**src/rtl/fifo_pkg.sv**
```systemverilog
// Shared types and helpers for the parametrised single-clock FIFO.
// The pointer increment wraps by explicit compare so any DEPTH works.
package fifo_pkg;

  typedef enum logic [1:0] {
    FIFO_EMPTY   = 2'd0,
    FIFO_PARTIAL = 2'd1,
    FIFO_FULL    = 2'd2
  } fifo_state_t;

  // Modulo-depth increment; depth need not be a power of two.
  function automatic logic [31:0] ptr_next(input logic [31:0] ptr,
                                           input logic [31:0] depth);
    logic [31:0] nxt;
    if (ptr == depth - 32'd1) begin
      nxt = 32'd0;
    end else begin
      nxt = ptr + 32'd1;
    end
    return nxt;
  endfunction

endpackage

```
**src/rtl/fifo_mem.sv**
```systemverilog
// Register-array storage for the FIFO: one write port and one registered
// read port whose output holds whenever no read is requested.
module fifo_mem #(
  parameter int DATA_W = 8,
  parameter int DEPTH  = 10,
  parameter int PTR_W  = 4
) (
  input  logic              clk,
  input  logic              rst,
  input  logic              we,
  input  logic [PTR_W-1:0]  waddr,
  input  logic [DATA_W-1:0] wdata,
  input  logic              re,
  input  logic [PTR_W-1:0]  raddr,
  output logic [DATA_W-1:0] rdata
);

  logic [DATA_W-1:0] mem [DEPTH];

  // A read and write to the same slot in one cycle returns the old word,
  // which is what the full + read + write case relies on.
  always_ff @(posedge clk or posedge rst) begin
    if (rst) begin
      for (int i = 0; i < DEPTH; i++) begin
        mem[i] <= '0;
      end
      rdata <= '0;
    end else begin
      if (we) begin
        mem[waddr] <= wdata;
      end
      if (re) begin
        rdata <= mem[raddr];
      end
    end
  end

endmodule

```
**src/rtl/param_sync_fifo.sv**
```systemverilog
// Parametrised single-clock FIFO with occupancy count, read-valid strobe,
// threshold flags and sticky overflow/underflow errors.
module param_sync_fifo
  import fifo_pkg::*;
#(
  parameter int DATA_W    = 8,
  parameter int DEPTH     = 10,
  parameter int AF_THRESH = 8,
  parameter int AE_THRESH = 2
) (
  input  logic                       clk,
  input  logic                       rst,
  input  logic                       wr_en,
  input  logic [DATA_W-1:0]          din,
  input  logic                       rd_en,
  input  logic                       clr_err,
  output logic [DATA_W-1:0]          dout,
  output logic                       dout_valid,
  output logic [$clog2(DEPTH+1)-1:0] count,
  output logic                       full,
  output logic                       empty,
  output logic                       almost_full,
  output logic                       almost_empty,
  output logic                       overflow,
  output logic                       underflow,
  output logic [1:0]                 state
);

  localparam int PTR_W = $clog2(DEPTH);
  localparam int CNT_W = $clog2(DEPTH + 1);

  generate
    if (!((AE_THRESH > 0) && (AE_THRESH < AF_THRESH) && (AF_THRESH < DEPTH))) begin : g_bad_params
      $error("param_sync_fifo: need 0 < AE_THRESH < AF_THRESH < DEPTH");
    end
  endgenerate

  // Handshake: a read is taken when rd_en is high and the registered state
  // is not EMPTY; a write is taken when wr_en is high and the FIFO is not
  // FULL, or is FULL but a read is taken in the same cycle. Both decisions
  // use registered state only, so no status output depends on wr_en/rd_en.

  fifo_state_t       state_q, state_d;
  logic [PTR_W-1:0]  wr_ptr, rd_ptr, wr_ptr_d, rd_ptr_d;
  logic [CNT_W-1:0]  count_q, count_d;
  logic              ovf_q, ovf_d, udf_q, udf_d;
  logic              dv_q;
  logic              rd_acc, wr_acc;

  assign empty  = (state_q == FIFO_EMPTY);
  assign full   = (state_q == FIFO_FULL);
  assign rd_acc = rd_en && !empty;
  assign wr_acc = wr_en && (!full || rd_acc);

  fifo_mem #(
    .DATA_W (DATA_W),
    .DEPTH  (DEPTH),
    .PTR_W  (PTR_W)
  ) u_mem (
    .clk   (clk),
    .rst   (rst),
    .we    (wr_acc),
    .waddr (wr_ptr),
    .wdata (din),
    .re    (rd_acc),
    .raddr (rd_ptr),
    .rdata (dout)
  );

  always_ff @(posedge clk or posedge rst) begin
    if (rst) begin
      state_q <= FIFO_EMPTY;
      wr_ptr  <= '0;
      rd_ptr  <= '0;
      count_q <= '0;
      ovf_q   <= 1'b0;
      udf_q   <= 1'b0;
      dv_q    <= 1'b0;
    end else begin
      state_q <= state_d;
      wr_ptr  <= wr_ptr_d;
      rd_ptr  <= rd_ptr_d;
      count_q <= count_d;
      ovf_q   <= ovf_d;
      udf_q   <= udf_d;
      dv_q    <= rd_acc;
    end
  end

  always_comb begin
    wr_ptr_d = wr_ptr;
    rd_ptr_d = rd_ptr;
    count_d  = count_q;
    if (wr_acc) begin
      wr_ptr_d = PTR_W'(ptr_next(32'(wr_ptr), 32'(DEPTH)));
    end
    if (rd_acc) begin
      rd_ptr_d = PTR_W'(ptr_next(32'(rd_ptr), 32'(DEPTH)));
    end
    case ({wr_acc, rd_acc})
      2'b10:   count_d = count_q + CNT_W'(1);
      2'b01:   count_d = count_q - CNT_W'(1);
      default: count_d = count_q;
    endcase
  end

  always_comb begin
    state_d = state_q;
    case (state_q)
      FIFO_EMPTY: begin
        if (wr_acc) begin
          state_d = FIFO_PARTIAL;
        end
      end
      FIFO_PARTIAL: begin
        if (rd_acc && !wr_acc && (count_q == CNT_W'(1))) begin
          state_d = FIFO_EMPTY;
        end else if (wr_acc && !rd_acc && (count_q == CNT_W'(DEPTH - 1))) begin
          state_d = FIFO_FULL;
        end
      end
      FIFO_FULL: begin
        if (rd_acc && !wr_acc) begin
          state_d = FIFO_PARTIAL;
        end
      end
      default: state_d = FIFO_EMPTY;
    endcase
  end

  // A rejected request in the same cycle as clr_err leaves the flag set.
  always_comb begin
    ovf_d = clr_err ? 1'b0 : ovf_q;
    udf_d = clr_err ? 1'b0 : udf_q;
    if (wr_en && !wr_acc) begin
      ovf_d = 1'b1;
    end
    if (rd_en && !rd_acc) begin
      udf_d = 1'b1;
    end
  end

  assign count        = count_q;
  assign almost_full  = (count_q >= CNT_W'(AF_THRESH));
  assign almost_empty = (count_q <= CNT_W'(AE_THRESH));
  assign overflow     = ovf_q;
  assign underflow    = udf_q;
  assign dout_valid   = dv_q;
  assign state        = state_q;

endmodule

```
**config.mk**
```make
export PLATFORM = sky130hd
export DESIGN_NAME = param_sync_fifo
export DESIGN_NICKNAME = d
export VERILOG_FILES = /design/src/rtl/fifo_pkg.sv /design/src/rtl/fifo_mem.sv /design/src/rtl/param_sync_fifo.sv
export SDC_FILE = /design/constraint.sdc
export NUM_CORES = 1
export LEC_CHECK = 0
export CAP_MARGIN = 20
export CORE_MARGIN = 1.5
export CORE_UTILIZATION = 35
export DETAILED_ROUTE_END_ITERATION = 12
export PLACE_DENSITY_LB_ADDON = 0.15
export REMOVE_ABC_BUFFERS = 1
export SYNTH_ARGS = -nofsm -noshare
export SYNTH_HDL_FRONTEND = slang
export SYNTH_HIERARCHICAL = 1
export SYNTH_SLANG_ARGS = --single-unit
export TNS_END_PERCENT = 10
```
**constraint.sdc**
```tcl
create_clock -name clk -period 2.7 [get_ports clk]
set_clock_uncertainty 0.1 [all_clocks]
set_input_delay 0.54 -clock clk [delete_from_list [all_inputs] [get_ports clk]]
set_output_delay 0.54 -clock clk [all_outputs]
set_load 0.02 [all_outputs]
```
## Word-level counts from Yosys, hierarchy flattened

Cells that the tools add are included.
W data, S select, Z words.

- Register bits after elaboration: 105
- Input bits: 13

- Muxes and demuxes: 17
- Equality and inequality tests: 11
- Order comparisons: 5
- Reduce and logical (&&, ||, !) cells: 19
- Add/subtract/negate cells: 4
- Bitwise gates (word level): 2

Operator list:

| operator | count |
|---|---|
| $bwmux W80 | 1 |
| $bmux W8 S4 | 1 |
| $demux W8 S4 | 1 |
| $mux W8 | 3 |
| $add A4 B1 Y4 const B | 3 |
| $eq A4 B4 Y1 const B | 3 |
| $ge A5 B5 Y1 const B | 2 |
| $not A4 Y5 | 2 |
| $logic_and A1 B1 Y1 | 9 |
| $mux W2 | 4 |
| $mux W4 | 2 |
| $pmux W4 S2 | 1 |
| $pmux W2 S3 | 1 |
| $reduce_bool A2 Y1 | 3 |
| $lt A5 B1 Y1 const B | 1 |
| $eq A2 B1 Y1 const B | 2 |
| $eq A2 B2 Y1 const B | 2 |
| $eq A4 B1 Y1 const B | 1 |
| $ge A4 B4 Y1 const B | 1 |
| $le A4 B2 Y1 const B | 1 |
| $logic_not A1 Y1 | 4 |
| $ne A2 B1 Y1 const B | 2 |
| $sub A4 B1 Y4 const B | 1 |
| $mux W1 | 3 |
| other kinds (4) | 4 |

## Longest topological paths before layout

Gate-level depths: netlist of the first run.

- Depth after elaboration: 10
- Gate-level depth with buffers: 7
- Depth with buffers taken out: 7

## Cells and area by module

The synthesis of the first run kept the hierarchy.

By module, submodules not included:

| module | area each (µm²) | cells an instance | instances |
|---|---|---|---|
| fifo_mem | 4,061.4 | 283 | 1 |
| param_sync_fifo | 883.3 | 86 | 1 |

## Least setup slack after synthesis of the first run

No wires, ideal clock.

- Path type: reg-to-reg
- From: reg state_q[1], in the netlist state[1]
- To: reg count_q[3], in the netlist count[3]
- Data required time: 2.520 ns
- Stages on the path, launching flop included: 8
- Path buffers: 1
- Clock period less this slack: 2.207 ns
- Setup slack: 0.493 ns
- Data arrival time: 2.027 ns
- Cells stage by stage: dfrtp_1 nor3b_2 nand2b_1 ha_1 buf_4 or4b_1 a21oi_2 xor2_1

- Word-level cells in the longest chain between the ends: 7

Ends and longest elaborated chain:

| element | line | source |
|---|---|---|
| from (decl) | param_sync_fifo.sv:43 | `fifo_state_t state_q, state_d;` |
| from (signal assigned) | param_sync_fifo.sv:80 | `state_q <= state_d;` |
| $logic_not A2 Y1 | param_sync_fifo.sv:50 | `assign empty = (state_q == FIFO_EMPTY);` |
| $logic_not A1 Y1 | param_sync_fifo.sv:52 | `assign rd_acc = rd_en && !empty;` |
| $logic_and A1 B1 Y1 | param_sync_fifo.sv:52 |  |
| $logic_or A1 B1 Y1 | param_sync_fifo.sv:53 | `assign wr_acc = wr_en && (!full \|\| rd_acc);` |
| $logic_and A1 B1 Y1 | param_sync_fifo.sv:53 |  |
| $eq A2 B1 Y1 / $eq A2 B2 Y1 (equally long branches) | param_sync_fifo.sv:100 | `case ({wr_acc, rd_acc})` |
| $pmux W4 S2 / $reduce_bool A2 Y1 (equally long branches) | n/a |  |
| to (signal assigned) | param_sync_fifo.sv:83 | `count_q <= count_d;` |
| to (decl) | param_sync_fifo.sv:45 | `logic [CNT_W-1:0] count_q, count_d;` |

Parallel ways exist; a longest one is shown, timed or not.
A chain may end at the register's enable or synchronous reset.

## Worst setup path in the final report of the first run

- From: in rd_en
- To: reg u_mem/mem[9] (netlist bit)

- Word-level cells in the longest chain between the ends: 3

Ends and longest elaborated chain:

| element | line | source |
|---|---|---|
| from (decl) | param_sync_fifo.sv:15 | `input logic rd_en,` |
| $logic_and A1 B1 Y1 | param_sync_fifo.sv:52 |  |
| $logic_or A1 B1 Y1 | param_sync_fifo.sv:53 |  |
| $logic_and A1 B1 Y1 | param_sync_fifo.sv:53 |  |
| named net wr_acc | param_sync_fifo.sv:48 | `logic rd_acc, wr_acc;` |
| to (signal, indexed assignment) | fifo_mem.sv:30 | `mem[waddr] <= wdata;` |
| to (decl) | fifo_mem.sv:18 | `logic [DATA_W-1:0] mem [DEPTH];` |

The timed path passes the listed nets, and every way through them passes these cells.

==> flow_summary.ini, run 1 <==
[place]
io_buffers = 33
place_area_sq_um = 5650
dp_worst_setup_slack_ns = -0.164
place_inst = 580
dpl.hpwl_um = 7150
place_congestion = 0.719

[sta]
setup_violations = 0
layout_setup_ws_ns = 0.213
period_share_pct = 92.1
max_slew_margin_pct = 53.0
hold_viol_final = 0
drv_slew = 0
tightest_slew_ns = 0.704
max_clock_freq_mhz = 402
rsz0062_at_grt = false
period_minus_slack_ns = 2.49

[grt]
first_global_vias = 3092
grt_usage_pct = 15.2
grt_pass1_wl_um = 17100
antenna_found_initial = 0
globalRouteOverflowTotal = 0
grt_max_degree = 34

[clock_network]
postCtsHoldBufs = 0
numCtsBuffers = 9
cts.reportedPaths.clkPinSlew_ns = 0.07
cts_resized = 0
cts_tree = built
postCtsSetupRepairBufs = 0
cts_root_buf = clkbuf_16
htree_levels = 3
clock_latency_ns = 0.35
clk_path_buf_depth = 2
cts.sinks = 105

[power_and_ir_drop]
p_leak_uw = 0.00252
p_int_uw = 4590
pwr-share-clk_pct = 19.4
switching_share_pct = 33.1
p_switching_uw = 2270
pwr_density_cell_nw_per_um2 = 1150
comb_power_share_pct = 38.8
p_seq_share_pct = 41.7
ir_worst_vdd_v = 0.000494

[critical_path]
slowest_delay_ns = 0.51
cp.required_ns = 2.83
crit_family = simple AND/OR/NAND/NOR gates
crit_arrival_ns = 2.62
ff2ff_setup_slack_ns = 0.33
criticalPathCategory = input pin to register
worstPathCellList = clkdlybuf4s50_1 > nor3b_2 > nand2b_1 > inv_1 > nor3b_1 > nand3b_2 > mux2_2
cp-end-kind = register
path_max_fanout = 8
crit_slowest_cell = nor3b_1
startpoint_type = input pin
critPathBufInv = 2

[layout]
instances_no_fill = 596
final_nets = 429
drive_above_1_share_pct = 36.8
area_growth_pct = 20.4
stdcell_area_sq_um = 5950
antennaDiodeCount = 0

[die]
core-area_sq_um = 13800
die_h_um = 122
io_pins = 34
dieArea_sq_um = 14800
start_util_pct = 35.8
row_count = 43
die_w_um = 122

[worst_hold_path]
hold_path.class = register to register

[yosys]
synth_commonest_cells = dfrtp_1 (105), mux2_2 (95), nor2b_1 (16)
yosysTopAreaCellShare_pct = 53.1
synth_area_per_cell_sq_um = 13.4
synth_most_common_cell = dfrtp_1
synthCells = 369
synth_seq_cells = 105
ys_warn_count = 6
synth-main-ff-cell = dfrtp_1
synth_edf_count = 0
synth_area_sq_um = 4940
synth_area_leaders = dfrtp_1 (53%), mux2_2 (22%), mux4_2 (3.6%), nor2b_1 (2.0%), o31ai_1 (1.4%)
ys_seq_area_share_pct = 53.1
yosys.cell_types.count = 49
yosys.area.top_type = dfrtp_1
async_flop_share_pct = 100

[detailed_routing]
routed_via_density = 5.02
drt_iter0_markers = 128
vias = 2990
drt_wl_total_um = 10200
wire_per_inst_um = 17.1
postRouteAntennaNets = 0
drc_errors = 0
drt_pass1_iterations = 6

[flow_run]
cap_violations = 0

[run_status]
status = completed
==> per-stage QoR <==
stage / TNS, ns / utilization, % / total power [uW] / hold slack (ns)
2_1_floorplan: -19.23 / - / 4640 / 0.359
3_3_place_gp: -1.58 / 40.9 / 5530 / 0.372
3_5_place_dp: -2.04 / 40.9 / 5600 / 0.385
4_1_cts: 0 / 43.1 / 6950 / 0.402
5_1_grt: 0 / 43.1 / 7330 / 0.408
6_report: 0 / 43.1 / 6870 / 0.400
==> cells by family after synthesis <==
logic type | share of synthesized area (%)
simple gates | 7.67
buf+inv | 3.54
xor+xnor | 1.42
mux | 25.9
fa+ha+maj | 1.27
compound gates | 7.06
flops | 53.1
==> state kept, by name, summed over array words and instances, names as in the netlist <==
register     cells
dout_valid       1
count            4
wr_ptr           4
state            2
rd_ptr           4
u_mem/rdata      8
u_mem/mem       80
overflow         1
underflow        1
==> placed cells by master (no fill, tap or decap), types with 3 or more instances in the layout <==
cell type	n
a211oi_1	8
a31oi_1	7
buf_12	9
buf_4	12
clkbuf_16	9
clkdlybuf4s50_1	33
clkinv_2	3
dfrtp_1	104
ha_1	5
inv_1	13
mux2_2	95
mux4_2	8
nand2_1	7
nand2b_1	9
nand3_1	4
nor2_1	5
nor2b_1	16
o21ai_0	6
o22ai_1	8
o31ai_1	9
xnor2_1	5
xor2_1	3
==> area by class of cell <==
type	count	area [sq um]
clock inverter	6	65.1
inverter	14	53.8
clock buffer	10	239
timing repair buffer	54	601
fill	1257	7870
tap	180	225
sequential	105	2630
multi-input combinational	227	2140
==> power groups by stage <==
stage               Clock, uW  Combinational [uW]  Sequential [uW]
finish                   1330                2670             2870
detailed placement          0                2700             2900
floorplan                   0                1730             2910
global route             1450                2900             2990
global placement            0                2650             2880
CTS                      1380                2700             2870
==> path summary, 6_finish.rpt <==
kind	startpoint	depth (start not counted)	endpoint
min in group asynchronous	rst	2	u_mem/mem[79]$_DFFE_PP0P_
setup / recovery	rd_en	7	u_mem/mem[9]$_DFFE_PP0P_
hold / removal	u_mem/mem[76]$_DFFE_PP0P_	1	u_mem/mem[76]$_DFFE_PP0P_
setup reg to reg	state[1]$_DFFE_PP0P_	6	u_mem/mem[9]$_DFFE_PP0P_
hold reg to reg	u_mem/mem[76]$_DFFE_PP0P_	1	u_mem/mem[76]$_DFFE_PP0P_
max in group asynchronous	rst	2	rd_ptr[0]$_DFFE_PP0P_
==> per-layer routing <==
layer  part of all wire [%]  up-vias  GRT usage (%)
li1                       -     1422              -
met1                     51     1532           22.0
met2                     45       28           22.6
met3                    2.4        8           4.03
met4                    1.1        0           4.19
met5                      0        -              0
Power figures use the tool's default switching activity.
==> inputs of run 2 (changes only) <==
--- a/config.mk
+++ b/config.mk
@@ -6,10 +6,10 @@
 export NUM_CORES = 1
 export LEC_CHECK = 0
 export CAP_MARGIN = 20
-export CORE_MARGIN = 1.5
+export CORE_MARGIN = 2
 export CORE_UTILIZATION = 35
 export DETAILED_ROUTE_END_ITERATION = 12
-export PLACE_DENSITY_LB_ADDON = 0.15
+export DONT_BUFFER_PORTS = 1
 export REMOVE_ABC_BUFFERS = 1
 export SYNTH_ARGS = -nofsm -noshare
 export SYNTH_HDL_FRONTEND = slang
==> run 2 against run 1 <==
  * Via count decreased by 5.5%
  * Worst setup slack improved by 0.20 ns
  * Routed wire length decreased by 4.9%
  * Register-to-register slack improved by 0.08 ns
  * Combinational power decreased by 19%
  * Core utilization decreased by 3.9 points
  * Total power decreased by 6.0%
  * Flip-flop and latch count unchanged
==> flow_summary.ini, run 2 (synthesis gave the netlist of run 1 again) <==
[layout]
largest_reg_flops = 80
final_common_cell = dfrtp_1
drive_above_1_share_pct = 37.7
final_cell_mix = dfrtp_1 (104), mux2_2 (95), nor2b_1 (16)
area_growth_pct = 9.41
multi_input_area_sq_um = 2140
instances_no_fill = 549
filler_cell_count = 1247
final_nets = 382
register_area_sq_um = 2630
reg_top3 = u_mem/mem: 80 flops, u_mem/rdata: 8 flops
max_flop_register = u_mem/mem
antennaDiodeCount = 0

[critical_path]
crit_path_frequent_cell = nand2b_1
worstPathCellList = nor3b_2 > nand2b_1 > inv_1 > nor3b_1 > nand2b_1 > mux2_2
slowest_delay_ns = 0.46
cp-end-kind = register
crit_arrival_ns = 2.42
critPathBufInv = 1
crit_family = simple AND/OR/NAND/NOR gates
reg2reg_depth = 6
crit_slowest_cell = nor3b_1
startpoint_type = register
path_max_fanout = 8
cp.required_ns = 2.83
cp.depth = 6
criticalPathCategory = register to register

[clock_network]
cts.reportedPaths.clkPinSlew_ns = 0.07
cts_tree = built
numCtsBuffers = 9
clk_path_buf_depth = 2
htree_levels = 3
cts_root_buf = clkbuf_16
cts_resized = 0
postCtsSetupRepairBufs = 0
cts.sinks = 105
clock_latency_ns = 0.35
postCtsHoldBufs = 0

[power_and_ir_drop]
p_leak_uw = 0.00229
pwr_density_cell_nw_per_um2 = 1190
total_power_uw = 6450
ir_worst_vdd_v = 0.000417

[grt]
grt_max_degree = 89
antenna_found_initial = 0
first_global_vias = 2912
grt_pass1_wl_um = 16000
globalRouteOverflowTotal = 0
grt_usage_pct = 14.0

[sta]
period_minus_slack_ns = 2.29
rsz0062_at_grt = false
hold_viol_final = 0
max_clock_freq_mhz = 437
max_slew_margin_pct = 51.5
setup_violations = 0
drv_slew = 0
tns_ns = 0
tightest_slew_ns = 0.725
whs_ns = 0.0629
period_share_pct = 84.7

[detailed_routing]
postRouteAntennaNets = 0
wire_per_inst_um = 17.7
drt_iter0_markers = 194
drt_pass1_iterations = 4
drt_wl_total_um = 9700
vias = 2826
routed_via_density = 5.15
drc_errors = 0

[die]
io_pins = 34
dieArea_sq_um = 15100
die_w_um = 123
row_count = 43
start_util_pct = 35.8
die_h_um = 123
core-area_sq_um = 13800

[worst_hold_path]
hold_path.class = input pin to async pin

[place]
io_buffers = 0
place_congestion = 0.762
place_inst = 533
dpl.hpwl_um = 6590

[flow_run]
cap_violations = 0

[run_status]
status = completed
==> run 2: cell count changes in the layout (fill, tap and decap cells not counted), moves of 2 or more <==
| cell | change |
|---|---|
| buf_12 | -8 |
| inv_8 | +2 |
| buf_4 | -6 |
| clkdlybuf4s50_1 | -33 |
==> run 2: stage by stage <==
stage               utilization [%]  worst slack [ns]  area, sq um
global route                   39.1             0.220         5410
CTS                            39.1             0.421         5410
finish                         39.1             0.414         5410
floorplan                         -            -0.219         4820
global placement               37.0             0.390         5110
detailed placement             37.0             0.380         5110
==> run 2: final timing paths <==
path	from	end	slack, ns
max in group asynchronous	rst	rd_ptr[0]$_DFFE_PP0P_	1.98
setup reg to reg	state[1]$_DFFE_PP0P_	u_mem/mem[42]$_DFFE_PP0P_	0.41
hold reg to reg	u_mem/mem[56]$_DFFE_PP0P_	u_mem/mem[56]$_DFFE_PP0P_	0.40
setup / recovery	state[1]$_DFFE_PP0P_	u_mem/mem[42]$_DFFE_PP0P_	0.41
hold / removal	rst	u_mem/mem[3]$_DFFE_PP0P_	0.06
min in group clk	clr_err	underflow$_DFFE_PP0P_	0.20
==> run 2: layout make-up <==
| class | count | area share (%) |
|---|---|---|
| Tap cell | 180 | 4.16 |
| Clock buffer | 9 | 4.16 |
| Sequential cell | 105 | 48.6 |
| Clock inverter | 7 | 1.30 |
| Inverter | 14 | 0.994 |
| Timing Repair Buffer | 7 | 1.20 |
| Multi-Input combinational cell | 227 | 39.6 |
==> run 2: report_power, final <==
group,switching (uW),leakage [uW],internal (uW)
clock,620,0.000147,653
sequential,705,0.00129,2310
combinational,915,0.000852,1250
total,2240,0.00229,4210
==> run 2: per-layer routing <==
metal	routed length (um)	global-route usage (%)	vias to the layer above
met5	0	0	-
met4	148	5.39	0
met3	336	2.93	10
met2	4580	21.4	28
met1	4630	19.4	1460
li1	-	-	1328
